==> src/rtl/div_seq_pkg.sv <==
// div_seq_pkg: shared divider state encoding and sizing constants
package div_seq_pkg;
  typedef enum logic [1:0] {IDLE, ZERO, RUN, DONE} div_state_t;
  localparam int DIV_WIDTH = 32;
  localparam int DIV_CNT_W = $clog2(DIV_WIDTH);
endpackage

==> src/rtl/div_step.sv <==
// div_step: one radix-2 restoring division step
module div_step #(
  parameter int WIDTH = 32
) (
  input  logic [WIDTH-1:0] rem,
  input  logic [WIDTH-1:0] dividend,
  input  logic [WIDTH-1:0] divisor,
  output logic [WIDTH-1:0] nextRem,
  output logic [WIDTH-1:0] nextDividend,
  output logic             qBit
);
  logic [WIDTH:0] trial;
  // trial subtract; the difference always fits WIDTH bits when it is kept
  always_comb begin
    trial        = {rem, dividend[WIDTH-1]};
    qBit         = trial >= {1'b0, divisor};
    nextRem      = qBit ? trial[WIDTH-1:0] - divisor : trial[WIDTH-1:0];
    nextDividend = {dividend[WIDTH-2:0], qBit};
  end
endmodule

==> src/rtl/div_seq.sv <==
// div_seq: iterative DIV/DIVU sequencer producing hi (remainder) and lo (quotient)
module div_seq
  import div_seq_pkg::*;
#(
  parameter int WIDTH = DIV_WIDTH
) (
  input  logic             clk,
  input  logic             rst,
  input  logic             start,
  input  logic             signed_div,
  input  logic [WIDTH-1:0] a,
  input  logic [WIDTH-1:0] b,
  input  logic             annul,
  input  logic             stall_ext,
  output logic             stall,
  output logic             ready,
  output logic [WIDTH-1:0] hi,
  output logic [WIDTH-1:0] lo
);
  localparam int CW = $clog2(WIDTH);
  div_state_t state, nextState;
  logic [CW-1:0] cnt;
  logic [WIDTH-1:0] rem, dvd, dsr, nextRem, nextDvd, absA, absB;
  logic negQ, negR, qBit, last, bZero, accept;
  div_step #(.WIDTH(WIDTH)) uStep (
    .rem(rem),
    .dividend(dvd),
    .divisor(dsr),
    .nextRem(nextRem),
    .nextDividend(nextDvd),
    .qBit(qBit)
  );
  // operand magnitudes, control decodes and handshake outputs
  always_comb begin
    absA   = signed_div && a[WIDTH-1] ? -a : a;
    absB   = signed_div && b[WIDTH-1] ? -b : b;
    bZero  = b == '0;
    last   = cnt == CW'(WIDTH - 1);
    accept = state == IDLE && start && !annul;
    stall  = accept || state == RUN || state == ZERO;
    ready  = state == DONE;
  end
  // next state; a flush overrides everything
  always_comb begin
    nextState = state;
    nextState = annul ? IDLE :
                state == IDLE ? (start ? (bZero ? ZERO : RUN) : IDLE) :
                state == RUN  ? (last ? DONE : RUN) :
                state == ZERO ? DONE :
                (stall_ext ? DONE : IDLE);
  end
  // state register
  always_ff @(posedge clk or negedge rst)
    if (!rst) state <= IDLE;
    else state <= nextState;
  // operand capture, iteration and result registers; quotient accumulates in dvd
  always_ff @(posedge clk or negedge rst)
    if (!rst) begin
      cnt  <= '0;
      rem  <= '0;
      dvd  <= '0;
      dsr  <= '0;
      negQ <= 1'b0;
      negR <= 1'b0;
      hi   <= '0;
      lo   <= '0;
    end else if (!annul) begin
      if (accept) begin
        cnt  <= '0;
        rem  <= '0;
        dvd  <= bZero ? a : absA;
        dsr  <= absB;
        negQ <= signed_div && (a[WIDTH-1] ^ b[WIDTH-1]);
        negR <= signed_div && a[WIDTH-1];
      end
      if (state == RUN) begin
        rem <= nextRem;
        dvd <= nextDvd;
        cnt <= cnt + CW'(1);
        if (last) begin
          hi <= negR ? -nextRem : nextRem;
          lo <= negQ ? -nextDvd : nextDvd;
        end
      end
      if (state == ZERO) begin
        hi <= dvd;
        lo <= '1;
      end
    end
endmodule

==> config.mk <==
export PLATFORM = sky130hd
export DESIGN_NAME = div_seq
export DESIGN_NICKNAME = d
export VERILOG_FILES = /design/src/rtl/div_seq_pkg.sv /design/src/rtl/div_step.sv /design/src/rtl/div_seq.sv
export SDC_FILE = /design/constraint.sdc
export NUM_CORES = 1
export LEC_CHECK = 0
export ABC_AREA = 1
export BUFFER_PORTS_ARGS = -buffer_cell sky130_fd_sc_hd__buf_2
export CELL_PAD_IN_SITES_DETAIL_PLACEMENT = 1
export CELL_PAD_IN_SITES_GLOBAL_PLACEMENT = 1
export CORE_MARGIN = 2
export CORE_UTILIZATION = 40
export CTS_BUF_LIST = sky130_fd_sc_hd__clkbuf_2 sky130_fd_sc_hd__clkbuf_4 sky130_fd_sc_hd__clkbuf_8
export CTS_CLUSTER_SIZE = 24
export DETAILED_ROUTE_END_ITERATION = 7
export HOLD_SLACK_MARGIN = 0.1
export PLACE_DENSITY_LB_ADDON = 0.25
export SLEW_MARGIN = 20
export SYNTH_ARGS = -nofsm -noshare
export SYNTH_HDL_FRONTEND = slang
export SYNTH_SLANG_ARGS = --single-unit
==> constraint.sdc <==
create_clock -name clk -period 3.5 [get_ports clk]
set_input_delay 0.175 -clock clk [delete_from_list [all_inputs] [get_ports clk]]
set_output_delay 0.175 -clock clk [all_outputs]
set_load 0.02 [all_outputs]
==> flow_summary.json, run 1 <==
{
  "critical_path.max_fanout": 2,
  "final.fill_count": 4297,
  "status": "finished, violations left",
  "wl_per_cell_um": 21.51,
  "dp_hpwl_um": 43780,
  "multiplexer_share_of_the_synthesized_area_pct": 0,
  "wirelength_um": 59590,
  "vias_per_cell": 5.565,
  "number_of_setup_violations_in_the_final_report": 1,
  "fin_ws_ns": -0.008646,
  "clock_insertion_delay_worst_skew_ns": 0.53,
  "port_buffers": 135,
  "synth-main-ff-cell": "dfrtp_1",
  "drv_slew": 0,
  "seqCellArea_sq_um": 4235,
  "area.growth.synth_to_final_pct": 31.03,
  "power-per-cell-area_nw_per_um2": 1232,
  "gpl.final_weighted_congestion": 1.015,
  "r2r_end": "lo[28]",
  "root_buffer": "clkbuf_8",
  "finalCriticalPeriod_ns": 3.509,
  "detailroute.via_count": 15420,
  "finalHoldViolCount": 0,
  "hold_path_class": "input port to flip-flop",
  "synth_enable_flop_cells": 0,
  "die_height_um": 184.4,
  "most-common-layout-cells": "nand2_1 (568), inv_1 (232), buf_4 (192)",
  "detailed_place.area_sq_um": 15310,
  "r2r-start": "dsr[26]",
  "capture_endpoint_of_the_worst_hold_path": "dsr[11]",
  "synthSimpleGateAreaFrac_pct": 32.66,
  "worstMarginPinSlew_ns": 0.9456,
  "synthAdderAreaFrac_pct": 4.190,
  "initial_antenna_violation_count": 4,
  "syn_area_sq_um": 13020,
  "synth_warnings": 0,
  "largest_family_of_logic_cells_by_synthesized_area": "simple AND/OR/NAND/NOR gates",
  "clock_sinks": 169,
  "final.hold.worst_slack_ns": 0.1050,
  "final_net_count": 2428,
  "cp-end-kind": "flip-flop",
  "length_of_the_first_detailed_routing_pass_in_iterations": 5,
  "fin_skew_ns": 0.02547,
  "floorplan.die.width_um": 184.4,
  "async_flop_share_pct": 100.0,
  "final_antenna_net_count": 0,
  "core_area_sq_um": 32290,
  "failed_checks": "negative setup slack",
  "postSynthAreaPerCell_sq_um": 6.545,
  "synth_fp_nets": 2102,
  "arrival_ns": 3.97,
  "maxClockFrequency_mhz": 285.0,
  "rows": 66,
  "postLayoutCoreUtil_pct": 52.83,
  "clkTransAtPathRegs_ns": 0.13,
  "grt_pass1_wl_um": 86910,
  "hold_path.startpoint": "b[11]",
  "synth.distinct_cells": 51,
  "mostFrequentLayoutCell": "nand2_1",
  "synth.yosys.seq_area_share_pct": 32.48,
  "antenna_cells": 0,
  "setup.reg_to_reg.worst_slack_ns": -0.009,
  "synth.ff_latch_count": 169,
  "drc": 0,
  "max_cap_viol_count": 0,
  "globalRouteOverflowTotal": 0,
  "detail_route.iter0.violations": 1260,
  "reg2reg_depth": 24,
  "preCtsSetupSlack_ns": -0.3447,
  "initial_core_util_pct": 40.32,
  "crit_required_ns": 3.96,
  "cts-root-to-sink-buffers": 2,
  "share_of_the_synthesized_area_in_compound_gates_ao_oa_aoi_oai_pct": 16.39,
  "cts_tree": "yes",
  "drive_gt1_share_pct": 23.97,
  "syn_inst": 1989,
  "peakVddDrop_mv": 0.5725,
  "htree_num_levels": 4,
  "die_area_sq_um": 34010,
  "grt_use_total_pct": 33.87,
  "multi_input_area_sq_um": 8225,
  "slew-limit-headroom_pct": 36.30,
  "grt_pass1_vias": 15160,
  "critPathLaunchType": "flip-flop",
  "post_synthesis_share_of_cell_area_spent_on_xor_and_xnor_gates_pct": 4.238,
  "hold_depth": 3,
  "worst-setup-path-type": "flip-flop to flip-flop",
  "grt_start_max_net_pins": 89,
  "p_leak_uw": 0.008610,
  "final.period_utilization_pct": 100.2,
  "numCtsBuffers": 17,
  "design_area_sq_um": 17060,
  "ioPinCount": 136
}
[metrics by stage]
stage	setup TNS [ns]	instances	power, uW
3_5_place_dp	-3.480	2680	17010
2_1_floorplan	0	1989	10930
6_report	-0.008646	2770	21020
4_1_cts	-0.1137	2748	18820
5_1_grt	-1.263	2770	22390
3_3_place_gp	-1.073	2680	16590
[worst max-delay path by stage]
stage          startpoint  slack [ns]  cells past startpoint  endpoint
2_1_floorplan     rem[17]        0.24                     25    lo[30]
6_report          dsr[26]      -0.009                     24    lo[28]
4_1_cts           dsr[30]       -0.04                     21    hi[18]
3_5_place_dp      rem[12]       -0.34                     21    hi[15]
3_3_place_gp      rem[12]       -0.19                     21    hi[15]
5_1_grt            rem[7]       -0.19                     25    lo[28]
[cells in the mapped netlist (7+ instances only)]
library cell | instances | area, sq um
nand3_1 | 109 | 545.5
xnor2_1 | 15 | 131.4
dfrtp_1 | 169 | 4229
o22ai_1 | 29 | 181.4
a21oi_1 | 100 | 500.5
o211ai_1 | 28 | 210.2
o21ai_0 | 159 | 795.8
o221ai_1 | 7 | 61.31
xor2_1 | 48 | 420.4
a31oi_1 | 17 | 106.4
nor2_1 | 193 | 724.4
o21ai_1 | 14 | 70.07
inv_1 | 245 | 919.6
nor2_2 | 18 | 112.6
nand2_1 | 589 | 2211
ha_1 | 42 | 525.5
nand4_1 | 20 | 125.1
inv_2 | 14 | 52.55
nor3_1 | 28 | 140.1
clkbuf_1 | 47 | 176.4
nand2_2 | 20 | 125.1
nand3b_1 | 7 | 52.55
[power breakdown]
group | total [uW] | internal [uW] | switching (uW)
Sequential | 3610 | 2770 | 842
Clock | 1530 | 556 | 971
Combinational | 15900 | 6210 | 9680
[cells by family (layout without fill, tap and decap cells)]
| family | after synthesis | after routing |
|---|---|---|
| simple gates | 1008 | 1008 |
| compound gates | 379 | 379 |
| buf+inv | 327 | 666 |
| flops | 169 | 169 |
| xor+xnor | 63 | 63 |
| fa+ha+maj | 43 | 43 |
[cell type report]
cell class | count | area share (%)
Sequential cell | 169 | 24.83
Multi-Input combinational cell | 1493 | 48.22
Inverter | 262 | 5.794
Timing Repair Buffer | 372 | 15.56
Clock buffer | 18 | 1.452
Clock inverter | 14 | 0.9022
Tap cell | 442 | 3.242
[flip-flops by register name, indices dropped and copies added, names as in the netlist]
| register | count |
|---|---|
| cnt | 5 |
| negR | 1 |
| hi | 32 |
| state | 2 |
| negQ | 1 |
| dsr | 32 |
| dvd | 32 |
| lo | 32 |
| rem | 32 |
[layer usage]
layer  routed length [um]  GRT usage [%]
met3                 4488          5.750
met4                 1655          9.824
met5                   21              0
met2                26980          53.37
met1                26450          47.58
[repair_timing]
item                                    CTS  global route
hold buffers                             36             0
endpoints found under the hold margin   120             0
resized for setup                        22           146
setup buffers                             0            21
cloned                                    0             1
pin swaps                                 1            35
endpoints found under the setup margin   27            62
[critical path, stage by stage (launching register included)]
cell and delay (ns):
dfrtp_1 0.37, inv_1 0.05, ha_1 0.30, nand2_1 0.07
nand2_1 0.08, nand3_2 0.07, nand2_2 0.07, a21oi_2 0.18
nand2_2 0.09, nor2_4 0.24, nand2_8 0.08, inv_4 0.08
ha_4 0.13, nand2_1 0.08, nor2_2 0.15, nand2_2 0.11
nor3_4 0.25, nand2_2 0.10, nor4_4 0.23, nor2_2 0.10
a21oi_2 0.15, xor2_1 0.18, buf_4 0.14, o22ai_2 0.05
inv_1 0.09
No activity file was read; power rests on OpenSTA's default activity.
==> inputs of run 2 (changes only) <==
- CORE_ASPECT_RATIO: unset -> 0.6
==> flow_summary.json, run 2 (synthesis results as in run 1) <==
{
  "crit_required_ns": 3.95,
  "final_net_count": 2464,
  "postLayoutCoreUtil_pct": 53.48,
  "wirelength_um": 61620,
  "length_of_the_first_detailed_routing_pass_in_iterations": 5,
  "multi_input_area_sq_um": 8174,
  "ioPinCount": 136,
  "vias_per_cell": 5.574,
  "cts-root-to-sink-buffers": 2,
  "rsz_0062_raised_after_global_routing": "yes",
  "worstMarginPinSlew_ns": 0.9907,
  "drv_slew": 0,
  "cp-end-kind": "flip-flop",
  "hold_path.startpoint": "a[23]",
  "grt_pass1_vias": 15100,
  "core_area_sq_um": 32220,
  "placed_cells": 2710,
  "status": "finished clean",
  "detailroute.via_count": 15540,
  "timing.critical_path.slowest_stage_cell": "dfrtp_1",
  "drc": 0,
  "beginning_of_the_critical_path": "dsr[26]",
  "maxClockFrequency_mhz": 293.6,
  "number_of_setup_violations_in_the_final_report": 0,
  "cts_tree": "yes",
  "gpl.final_weighted_congestion": 1.006,
  "peakVddDrop_mv": 0.5018,
  "finalCriticalPeriod_ns": 3.406,
  "drive_gt1_share_pct": 25.04,
  "numCtsBuffers": 17,
  "die_height_um": 143.7,
  "floorplan.die.width_um": 236.9,
  "critical_path.max_fanout": 3,
  "fin_skew_ns": 0.02345,
  "wl_per_cell_um": 22.10,
  "worst-setup-path-type": "flip-flop to flip-flop",
  "area.growth.synth_to_final_pct": 32.39,
  "p_leak_uw": 0.008795,
  "detail_route.iter0.violations": 1413,
  "tns_ns": 0,
  "port_buffers": 135,
  "mostFrequentLayoutCell": "nand2_1",
  "dp_hpwl_um": 47840,
  "grt_use_total_pct": 35.79,
  "final.fill_count": 4282,
  "root_buffer": "clkbuf_8",
  "max_cap_viol_count": 0,
  "clock_insertion_delay_worst_skew_ns": 0.52,
  "die_area_sq_um": 34050,
  "timing.critical_path.slowest_cell_delay_ns": 0.42,
  "grt_pass1_wl_um": 90960,
  "final.period_utilization_pct": 97.32,
  "initial_antenna_violation_count": 1,
  "cp_common_cell": "nand2_2",
  "clkTransAtPathRegs_ns": 0.10,
  "most-common-layout-cells": "nand2_1 (565), inv_1 (228), buf_4 (228)",
  "seqCellArea_sq_um": 4234,
  "total_power_uw": 21070,
  "critPathLaunchType": "flip-flop",
  "power-per-cell-area_nw_per_um2": 1222,
  "grt_start_max_net_pins": 87,
  "rows": 51,
  "globalRouteOverflowTotal": 0,
  "arrival_ns": 3.86,
  "htree_num_levels": 4,
  "slew-limit-headroom_pct": 33.25,
  "initial_core_util_pct": 40.40,
  "final_antenna_net_count": 0,
  "antenna_cells": 0,
  "finalHoldViolCount": 0,
  "clock_sinks": 169,
  "crit_path_cell_trace": "inv_2 > ha_4 > nand2_1 > nand2_1 > nand3_2 > nand2_2 > a21oi_2 > nand2_2 > nor2_4 > nand2_8 > inv_4 > ha_4 > nand2_2 > nor2_4 > nand2_2 > nor3_2 > buf_4 > nand2_2 > nor4_2 > nor2_1 > a21oi_1 > xor2_1 > o22ai_1 > inv_1",
  "hold_path_class": "input port to flip-flop",
  "final-instance-count-excl-fill": 2788,
  "r2r-start": "dsr[26]"
}
run 2: critical path: cells and delay by family (launching register included):
family          cells  cell delay [ns]
buf+inv             4             0.43
simple gates       14             1.54
xor+xnor            1             0.17
fa+ha+maj           2             0.34
flops               1             0.42
compound gates      3             0.44
run 2: cell type report:
class                   count  area share, %
repair buffers            408          16.86
well taps                 424          3.078
clock buffers              18          1.437
clock inverters            14         0.9074
inverters                 262          5.721
flip-flops and latches    169          24.57
multi-input cells        1493          47.43
run 2: report_power, final:
group | internal [uW] | leakage (uW) | switching [uW]
sequential | 2770 | 0.00213 | 855
combinational | 6250 | 0.00646 | 9670
clock | 616 | 0.000204 | 911
total | 9630 | 0.00880 | 11400
run 2: what timing repair did:
action | 4_1_cts | 5_1_grt
hold buffers | 36 | 0
gates resized for setup | 23 | 133
setup buffers | 0 | 11
hold endpoints to repair | 117 | 0
pin swaps | 1 | 22
setup endpoints to repair | 28 | 56
run 2: layer usage:
layer | vias to the layer above | wire length, um | track usage, %
met5 | - | 0 | 0
met4 | 0 | 707 | 6.729
met3 | 51 | 6856 | 11.70
met2 | 591 | 24670 | 48.81
met1 | 7737 | 29390 | 54.14
li1 | 7161 | - | -
run 2: worst paths after layout:
check                      endpoint  slack, ns  cells past startpoint
setup / recovery             lo[28]       0.09                     24
hold / removal              dvd[23]       0.12                      5
setup reg to reg             lo[28]       0.09                     24
hold reg to reg              hi[14]       0.48                      2
max in group asynchronous   rem[11]       2.19                      3
min in group asynchronous     lo[9]       0.31                      2
run 2: through the flow:
| step | cell area, sq um | hold slack, ns | setup WS (ns) |
|---|---|---|---|
| global route | 17240 | 0.1352 | -0.08069 |
| detailed placement | 15660 | 0.3296 | -0.3453 |
| global placement | 15660 | 0.3170 | -0.2163 |
| finish | 17240 | 0.1230 | 0.09396 |
| CTS | 16510 | 0.1031 | 0.003143 |
| floorplan | 13020 | -0.1206 | 0.2380 |
